--- src/rtl/uart2wb_burst.sv ---
// rtl/uart2wb_burst.sv - ASCII hex UART command decoder driving Wishbone single/burst cycles
// Build option: define UART2WB_ECHO_EN to echo every accepted command byte on TX before acting on it.
// Ports:
//   i_wb_clk, i_wb_rst              clock, synchronous active-high reset
//   i_wb_ack/err/dat, o_wb_*        Wishbone master (cyc, stb, we, addr, dat, sel)
//   i_uart_rx_dat, i_uart_received_strobe   received byte and its 1-cycle valid pulse
//   o_uart_tx_dat, o_uart_tx_trigger         byte to send and 1-cycle send pulse
//   i_uart_tx_ready_to_send         transmitter can accept a byte
//   o_reset                         1-cycle system reset request ('.')
//   o_busy                          command in progress; rx bytes are dropped
module uart2wb_burst #(
   parameter int AW      = 32,
   parameter int DW      = 32,
   parameter int TIMEOUT = 255
) (
   input  logic            i_wb_clk,
   input  logic            i_wb_rst,
   input  logic            i_wb_ack,
   input  logic            i_wb_err,
   input  logic [DW-1:0]   i_wb_dat,
   output logic [DW-1:0]   o_wb_dat,
   output logic [AW-1:0]   o_wb_addr,
   output logic [DW/8-1:0] o_wb_sel,
   output logic            o_wb_cyc,
   output logic            o_wb_stb,
   output logic            o_wb_we,
   input  logic [7:0]      i_uart_rx_dat,
   input  logic            i_uart_received_strobe,
   output logic [7:0]      o_uart_tx_dat,
   output logic            o_uart_tx_trigger,
   input  logic            i_uart_tx_ready_to_send,
   output logic            o_reset,
   output logic            o_busy
);
   localparam int SW = DW / 8;
   localparam int NW = DW / 4;
   localparam logic [7:0] LF = 8'h0A;
`ifdef UART2WB_ECHO_EN
   localparam logic ECHO_EN = 1'b1;
`else
   localparam logic ECHO_EN = 1'b0;
`endif

   typedef enum logic [2:0] {IDLE, WB_REQ, TX_WORD, TX_STAT, NEXT} state_t;

   state_t          state_q, state_d;
   logic [AW-1:0]   addr_q, addr_d;
   logic [DW-1:0]   data_q, data_d;
   logic [SW-1:0]   sel_q, sel_d;
   logic [7:0]      cnt_q, cnt_d;
   logic [8:0]      rem_q, rem_d;
   logic [1:0]      tsel_q, tsel_d;     // target of hex digits: 0 addr, 1 data, 2 sel, 3 count
   logic            we_q, we_d;
   logic [15:0]     tmo_q, tmo_d;
   logic [4:0]      idx_q, idx_d;       // character index within the current TX message
   logic            trig_q, trig_d;
   logic            rst_req_q, rst_req_d;
   logic [7:0]      rx_q, rx_d;
   logic            rx_vld_q, rx_vld_d;
   logic [7:0]      stat_q, stat_d;     // first char of a TX_STAT message
   logic            echo_q, echo_d;     // TX_STAT is sending an echo (single char, no LF)
   logic            echoed_q, echoed_d; // pending rx byte has already been echoed

   logic [7:0]      tx_char;
   logic            tx_last;
   logic [3:0]      nib;
   logic [4:0]      hx;

   function automatic logic [4:0] hex_decode(input logic [7:0] c);
      if (c >= "0" && c <= "9") return {1'b1, 4'(c - 8'h30)};
      if (c >= "A" && c <= "F") return {1'b1, 4'(c - 8'h37)};
      return 5'd0;
   endfunction

   function automatic logic [7:0] hex_char(input logic [3:0] n);
      return (n < 4'd10) ? 8'(n) + 8'h30 : 8'(n) + 8'h37;
   endfunction

   // Current TX character is a pure function of state/index, so it is stable
   // the cycle before the trigger and stays put until the index advances.
   always_comb begin
      tx_char = 8'h00;
      tx_last = 1'b0;
      nib     = 4'h0;
      if (state_q == TX_WORD) begin
         if (idx_q < 5'(NW)) begin
            nib     = 4'(data_q >> (4 * (NW - 1 - int'(idx_q))));
            tx_char = hex_char(nib);
         end else begin
            tx_char = LF;
            tx_last = 1'b1;
         end
      end else if (state_q == TX_STAT) begin
         tx_char = (idx_q == 5'd0) ? stat_q : LF;
         tx_last = echo_q || (idx_q != 5'd0);
      end
   end

   always_comb begin
      state_d   = state_q;
      addr_d    = addr_q;
      data_d    = data_q;
      sel_d     = sel_q;
      cnt_d     = cnt_q;
      rem_d     = rem_q;
      tsel_d    = tsel_q;
      we_d      = we_q;
      tmo_d     = tmo_q;
      idx_d     = idx_q;
      trig_d    = 1'b0;
      rst_req_d = 1'b0;
      rx_d      = rx_q;
      rx_vld_d  = rx_vld_q;
      stat_d    = stat_q;
      echo_d    = echo_q;
      echoed_d  = echoed_q;
      hx        = hex_decode(rx_q);

      case (state_q)
         IDLE: begin
            if (rx_vld_q) begin
               if (ECHO_EN && !echoed_q) begin
                  stat_d  = rx_q;
                  echo_d  = 1'b1;
                  idx_d   = 5'd0;
                  state_d = TX_STAT;
               end else begin
                  rx_vld_d = 1'b0;
                  echoed_d = 1'b0;
                  case (rx_q)
                     "a": begin tsel_d = 2'd0; addr_d = '0; end
                     "d": begin tsel_d = 2'd1; data_d = '0; end
                     "s": begin tsel_d = 2'd2; sel_d  = '0; end
                     "n": begin tsel_d = 2'd3; cnt_d  = '0; end
                     "r", "w": begin
                        we_d    = (rx_q == "w");
                        rem_d   = (cnt_q == 8'd0) ? 9'd1 : {1'b0, cnt_q};
                        tmo_d   = 16'd0;
                        state_d = WB_REQ;
                     end
                     ".": begin
                        addr_d    = '0;
                        data_d    = '0;
                        sel_d     = '1;
                        cnt_d     = '0;
                        rem_d     = '0;
                        tsel_d    = '0;
                        we_d      = 1'b0;
                        tmo_d     = '0;
                        idx_d     = '0;
                        stat_d    = '0;
                        echo_d    = 1'b0;
                        rst_req_d = 1'b1;
                     end
                     default: begin
                        if (hx[4]) begin
                           case (tsel_q)
                              2'd0:    addr_d = AW'({addr_q, hx[3:0]});
                              2'd1:    data_d = DW'({data_q, hx[3:0]});
                              2'd2:    sel_d  = SW'({sel_q, hx[3:0]});
                              default: cnt_d  = {cnt_q[3:0], hx[3:0]};
                           endcase
                        end else begin
                           stat_d  = "?";
                           echo_d  = 1'b0;
                           idx_d   = 5'd0;
                           state_d = TX_STAT;
                        end
                     end
                  endcase
               end
            end
         end
         WB_REQ: begin
            // err has priority over ack; timeout counts cycles spent waiting
            if (i_wb_err || (!i_wb_ack && tmo_q == 16'(TIMEOUT - 1))) begin
               stat_d  = "!";
               echo_d  = 1'b0;
               idx_d   = 5'd0;
               state_d = TX_STAT;
            end else if (i_wb_ack) begin
               if (we_q) begin
                  state_d = NEXT;
               end else begin
                  data_d  = i_wb_dat;
                  idx_d   = 5'd0;
                  state_d = TX_WORD;
               end
            end else begin
               tmo_d = tmo_q + 16'd1;
            end
         end
         TX_WORD, TX_STAT: begin
            if (trig_q) begin
               if (tx_last) begin
                  idx_d = 5'd0;
                  if (state_q == TX_WORD) begin
                     state_d = NEXT;
                  end else begin
                     echoed_d = echo_q;
                     echo_d   = 1'b0;
                     state_d  = IDLE;
                  end
               end else begin
                  idx_d = idx_q + 5'd1;
               end
            end else if (i_uart_tx_ready_to_send) begin
               trig_d = 1'b1;
            end
         end
         NEXT: begin
            addr_d = addr_q + AW'(1);
            rem_d  = rem_q - 9'd1;
            if (rem_q > 9'd1) begin
               tmo_d   = 16'd0;
               state_d = WB_REQ;
            end else begin
               state_d = IDLE;
            end
         end
         default: state_d = IDLE;
      endcase

      // Capture only while idle and the holding slot is free after this cycle
      if (state_q == IDLE && !rx_vld_d && i_uart_received_strobe) begin
         rx_d     = i_uart_rx_dat;
         rx_vld_d = 1'b1;
      end
   end

   always_ff @(posedge i_wb_clk) begin
      if (i_wb_rst) begin
         state_q   <= IDLE;
         addr_q    <= '0;
         data_q    <= '0;
         sel_q     <= '1;
         cnt_q     <= '0;
         rem_q     <= '0;
         tsel_q    <= '0;
         we_q      <= 1'b0;
         tmo_q     <= '0;
         idx_q     <= '0;
         trig_q    <= 1'b0;
         rst_req_q <= 1'b0;
         rx_q      <= '0;
         rx_vld_q  <= 1'b0;
         stat_q    <= '0;
         echo_q    <= 1'b0;
         echoed_q  <= 1'b0;
      end else begin
         state_q   <= state_d;
         addr_q    <= addr_d;
         data_q    <= data_d;
         sel_q     <= sel_d;
         cnt_q     <= cnt_d;
         rem_q     <= rem_d;
         tsel_q    <= tsel_d;
         we_q      <= we_d;
         tmo_q     <= tmo_d;
         idx_q     <= idx_d;
         trig_q    <= trig_d;
         rst_req_q <= rst_req_d;
         rx_q      <= rx_d;
         rx_vld_q  <= rx_vld_d;
         stat_q    <= stat_d;
         echo_q    <= echo_d;
         echoed_q  <= echoed_d;
      end
   end

   assign o_wb_dat          = data_q;
   assign o_wb_addr         = addr_q;
   assign o_wb_sel          = sel_q;
   assign o_wb_cyc          = (state_q == WB_REQ);
   assign o_wb_stb          = (state_q == WB_REQ);
   assign o_wb_we           = (state_q == WB_REQ) && we_q;
   assign o_uart_tx_dat     = tx_char;
   assign o_uart_tx_trigger = trig_q;
   assign o_reset           = rst_req_q;
   assign o_busy            = (state_q != IDLE);
endmodule

--- config.mk ---
export PLATFORM = sky130hd
export DESIGN_NAME = uart2wb_burst
export DESIGN_NICKNAME = d
export VERILOG_FILES = /design/src/rtl/uart2wb_burst.sv
export SDC_FILE = /design/constraint.sdc
export NUM_CORES = 1
export LEC_CHECK = 0
export CELL_PAD_IN_SITES_DETAIL_PLACEMENT = 0
export CELL_PAD_IN_SITES_GLOBAL_PLACEMENT = 1
export CORE_ASPECT_RATIO = 1.2
export CORE_MARGIN = 2
export CORE_UTILIZATION = 43
export DETAILED_ROUTE_END_ITERATION = 8
export PLACE_DENSITY_LB_ADDON = 0.1
export SETUP_SLACK_MARGIN = 0.02
export SLEW_MARGIN = 20
export SYNTH_ARGS = -nofsm -noshare
export SYNTH_HDL_FRONTEND = slang
export SYNTH_SLANG_ARGS = --single-unit
--- constraint.sdc ---
create_clock -name i_wb_clk -period 9 [get_ports i_wb_clk]
set_input_delay 2.7 -clock i_wb_clk [delete_from_list [all_inputs] [get_ports i_wb_clk]]
set_output_delay 2.7 -clock i_wb_clk [all_outputs]
set_load 0.05 [all_outputs]
==> metrics.md <==
| Metric | Value |
|---|---|
| Outcome | finished, final reports clean |
| DPL Wire Length | 14,800 microns |
| CP endpoint kind | output pin |
| Vias | 7,108 |
| H-tree depth | 4 |
| Die W | 124 microns |
| Netlist cell types | 73 |
| Syn Nets | 964 |
| HP Class | flip-flop to flip-flop |
| Post-Synthesis Cells | 906 |
| Routed WL | 21,800 microns |
| Post-DR wirelength/cell | 17.7 microns |
| Max_slew headroom | 0.293 |
| Port bufs | 126 |
| Synth area leaders | dfxtp_1 (34%), nor2_1 (6.4%), a211oi_2 (4.8%), nand2_1 (4.5%), a22oi_1 (4.2%) |
| Commonest cells post-synth | nor2_1 (126), dfxtp_1 (125), nand2_1 (89) |
| Largest net degree at the start of global routing | 65 |
| Placer Congestion | 0.829 |
| # diodes | 0 |
| Cell taking the most area after synthesis | dfxtp_1 |
| RSZ-0062 raised after global routing | false |
| IO Count | 128 |
| Starting Density | 0.438 |
| Power Dens Cells | 245 nW/um^2 |
| Flop-to-flop setup slack | 5.71 ns |
| CP cell instances | mux4_2, a22oi_1, and2_1, nor2_1, xnor2_1, a32o_1, clkdlybuf4s50_1 |
| Core region area | 16,900 sq um |
| Full die area | 18,200 sq um |
| Clock buffer depth | 2 |
| Post-layout util | 0.553 |
| Most frequent cell after synthesis | nor2_1 |
| VDD IR max | 0.134 mV |
| Critical path required time | 6.30 ns |
| Crit path DAT | 3.46 ns |
| Placed Cells incl. Taps | 1,196 |
| Clk Tree Root Cell | clkbuf_16 |
| Ratio of routed vias to standard cells | 5.79 |
| Yosys top cell area share | 0.339 |
| Sink Count | 125 |
| Vias in the first global route | 6,777 |
| Worst path bufs/invs | 1 |
| Sequential fraction of the synthesis area | 0.339 |
| Slew at the pin closest to its max-slew limit | 1.05 ns |
| Layout Skew | 0.00793 ns |
| CTS tree | done |
| Total CTS buffers | 17 |
| Worst setup margin | 2.84 ns |
| Static Leakage | 3.13 nW |
| Share of layout cells above drive strength 1 | 0.0998 |
| Asr flop ratio synth | 0 |
| Crit share post-route | 0.685 |
| Warning count from the yosys run | 0 |
| Number of detailed-route iterations in the first pass | 5 |
| Area of the mapped netlist | 7370 sq um |
| Dpl ws | 3.28 ns |
| Post-CTS Setup Inserts | 0 |
| Critical Path Max Stage Delay | 0.80 ns |
| Initial antenna violation count | 0 |
| Fmax | 0.162 GHz |
| Post-layout minimum cycle time | 6.16 ns |
| DRC Markers | 0 |
| Cts hold-fix bufs | 0 |
| Yosys reg bits | 125 |
| Final Non-Filler Cells | 1,228 |
| Final Setup Violations | 0 |
| Die Y-Extent | 147 microns |
| Average cell area after synthesis | 8.14 sq um |
| Fill cell count | 1,606 |
| Post-synth EDFFs | 0 |
| MaxCap Viol Count | 0 |
| Worst hold slack | 0.472 ns |
| GRT Util Overall | 0.244 |
| Final hold vios | 0 |
| Grt total ovfl | 0 |
| Setup TNS | 0 ns |
| CP startpoint kind | flip-flop |
| Std cell rows | 52 |
| Iter 0 DRT Violations | 557 |
| Clk_lat worst skew | 0.43 ns |
| First-pass GRT wire length | 35,600 microns |
| Post-DRT Antenna Nets | 0 |
| Crit Path Category | flip-flop to output pin |
| Crit path max-delay cell type | clkdlybuf4s50_1 |
| CTS resizes | 0 |
| Crit Path Max Fanout | 13 |
| Clock transition at the registers of the reported paths | 0.06 ns |
| Max-slew violation count | 0 |
| Nets@finish | 1,057 |
| Crit path max-delay family | buffers and inverters |
| Synth Flop Type | dfxtp_1 |
| Syn-to-layout area delta | 26.5% |
## worst min-delay path, stage by stage, from the launching register on
cell     delay [ns]
dfxtp_1        0.32
nand2_1        0.06
a21oi_1        0.05
## cell families after synthesis
family,after synthesis,share of synthesized area
DFF,125,0.339
buffers and inverters,83,0.0494
xor gates and xnor gates,30,0.0356
and+or+nand+nor,389,0.258
muxes,27,0.0507
AOI/OAI and AO/OA,239,0.246
adders and majority gates,12,0.0204
other,1,0.000509
## where the power goes
part / total, mW / switching (mW) / internal (mW)
clock: 0.703 / 0.269 / 0.434
combinational: 0.839 / 0.531 / 0.308
sequential: 0.743 / 0.119 / 0.624
## stage by stage
step,power [mW],cell area (sq um)
6_report,2.28,9330
5_1_grt,2.40,9330
4_1_cts,2.30,9330
3_5_place_dp,1.59,8730
3_3_place_gp,1.59,8720
2_1_floorplan,1.34,7370
## per-layer routing
metal  vias to the layer above  GRT usage  wire (microns)
met2                       149      0.394           10700
met5                         -          0               0
li1                       3528          -               -
met1                      3394      0.329            9920
met3                        37     0.0405             754
met4                         0     0.0813             427
## layout make-up
type                    count  area (sq um)  area share
well taps                 216           270      0.0290
inverters                  19          71.3     0.00765
multi-input cells         698          4540       0.486
clock inverters            15           173      0.0185
flip-flops and latches    125          2500       0.268
repair buffers            138          1350       0.145
clock buffers              17           425      0.0456
## registers in the layout, indices dropped and copies added, names as in the netlist, 3 cells and up, named ones only
register / cells
cnt_q: 8
idx_q: 5
o_wb_addr: 32
o_wb_dat: 32
o_wb_sel: 4
rem_q: 9
rx_q: 8
state_q: 3
tmo_q: 16
## path summary, 6_finish.rpt
check	from	endpoint	cells past startpoint
setup / recovery	idx_q[0]	o_uart_tx_dat[0]	7
hold / removal	cnt_q[5]	cnt_q[5]	2
setup reg to reg	rx_q[4]	o_wb_dat[6]	7
hold reg to reg	cnt_q[5]	cnt_q[5]	2
## placed cells by master (no fill, tap or decap), types with 6 or more instances in the layout
cell type,n
and2_1,6
dfxtp_1,125
nand2_1,89
clkdlybuf4s50_1,125
nand2b_1,8
xnor2_1,24
nand4_1,11
inv_1,17
buf_4,13
o21ai_0,32
a221oi_1,14
nor4_1,13
nor3_1,55
xor2_1,6
mux4_2,8
clkbuf_16,17
mux2i_1,16
a211oi_1,11
and4_1,9
a21oi_1,44
and3_1,8
a22oi_1,41
a21o_1,9
nor3b_1,7
a31oi_1,8
ha_1,12
nand3_1,22
nor2_1,126
a211oi_2,28
a22o_1,7
(Power assumes the default switching activity.)
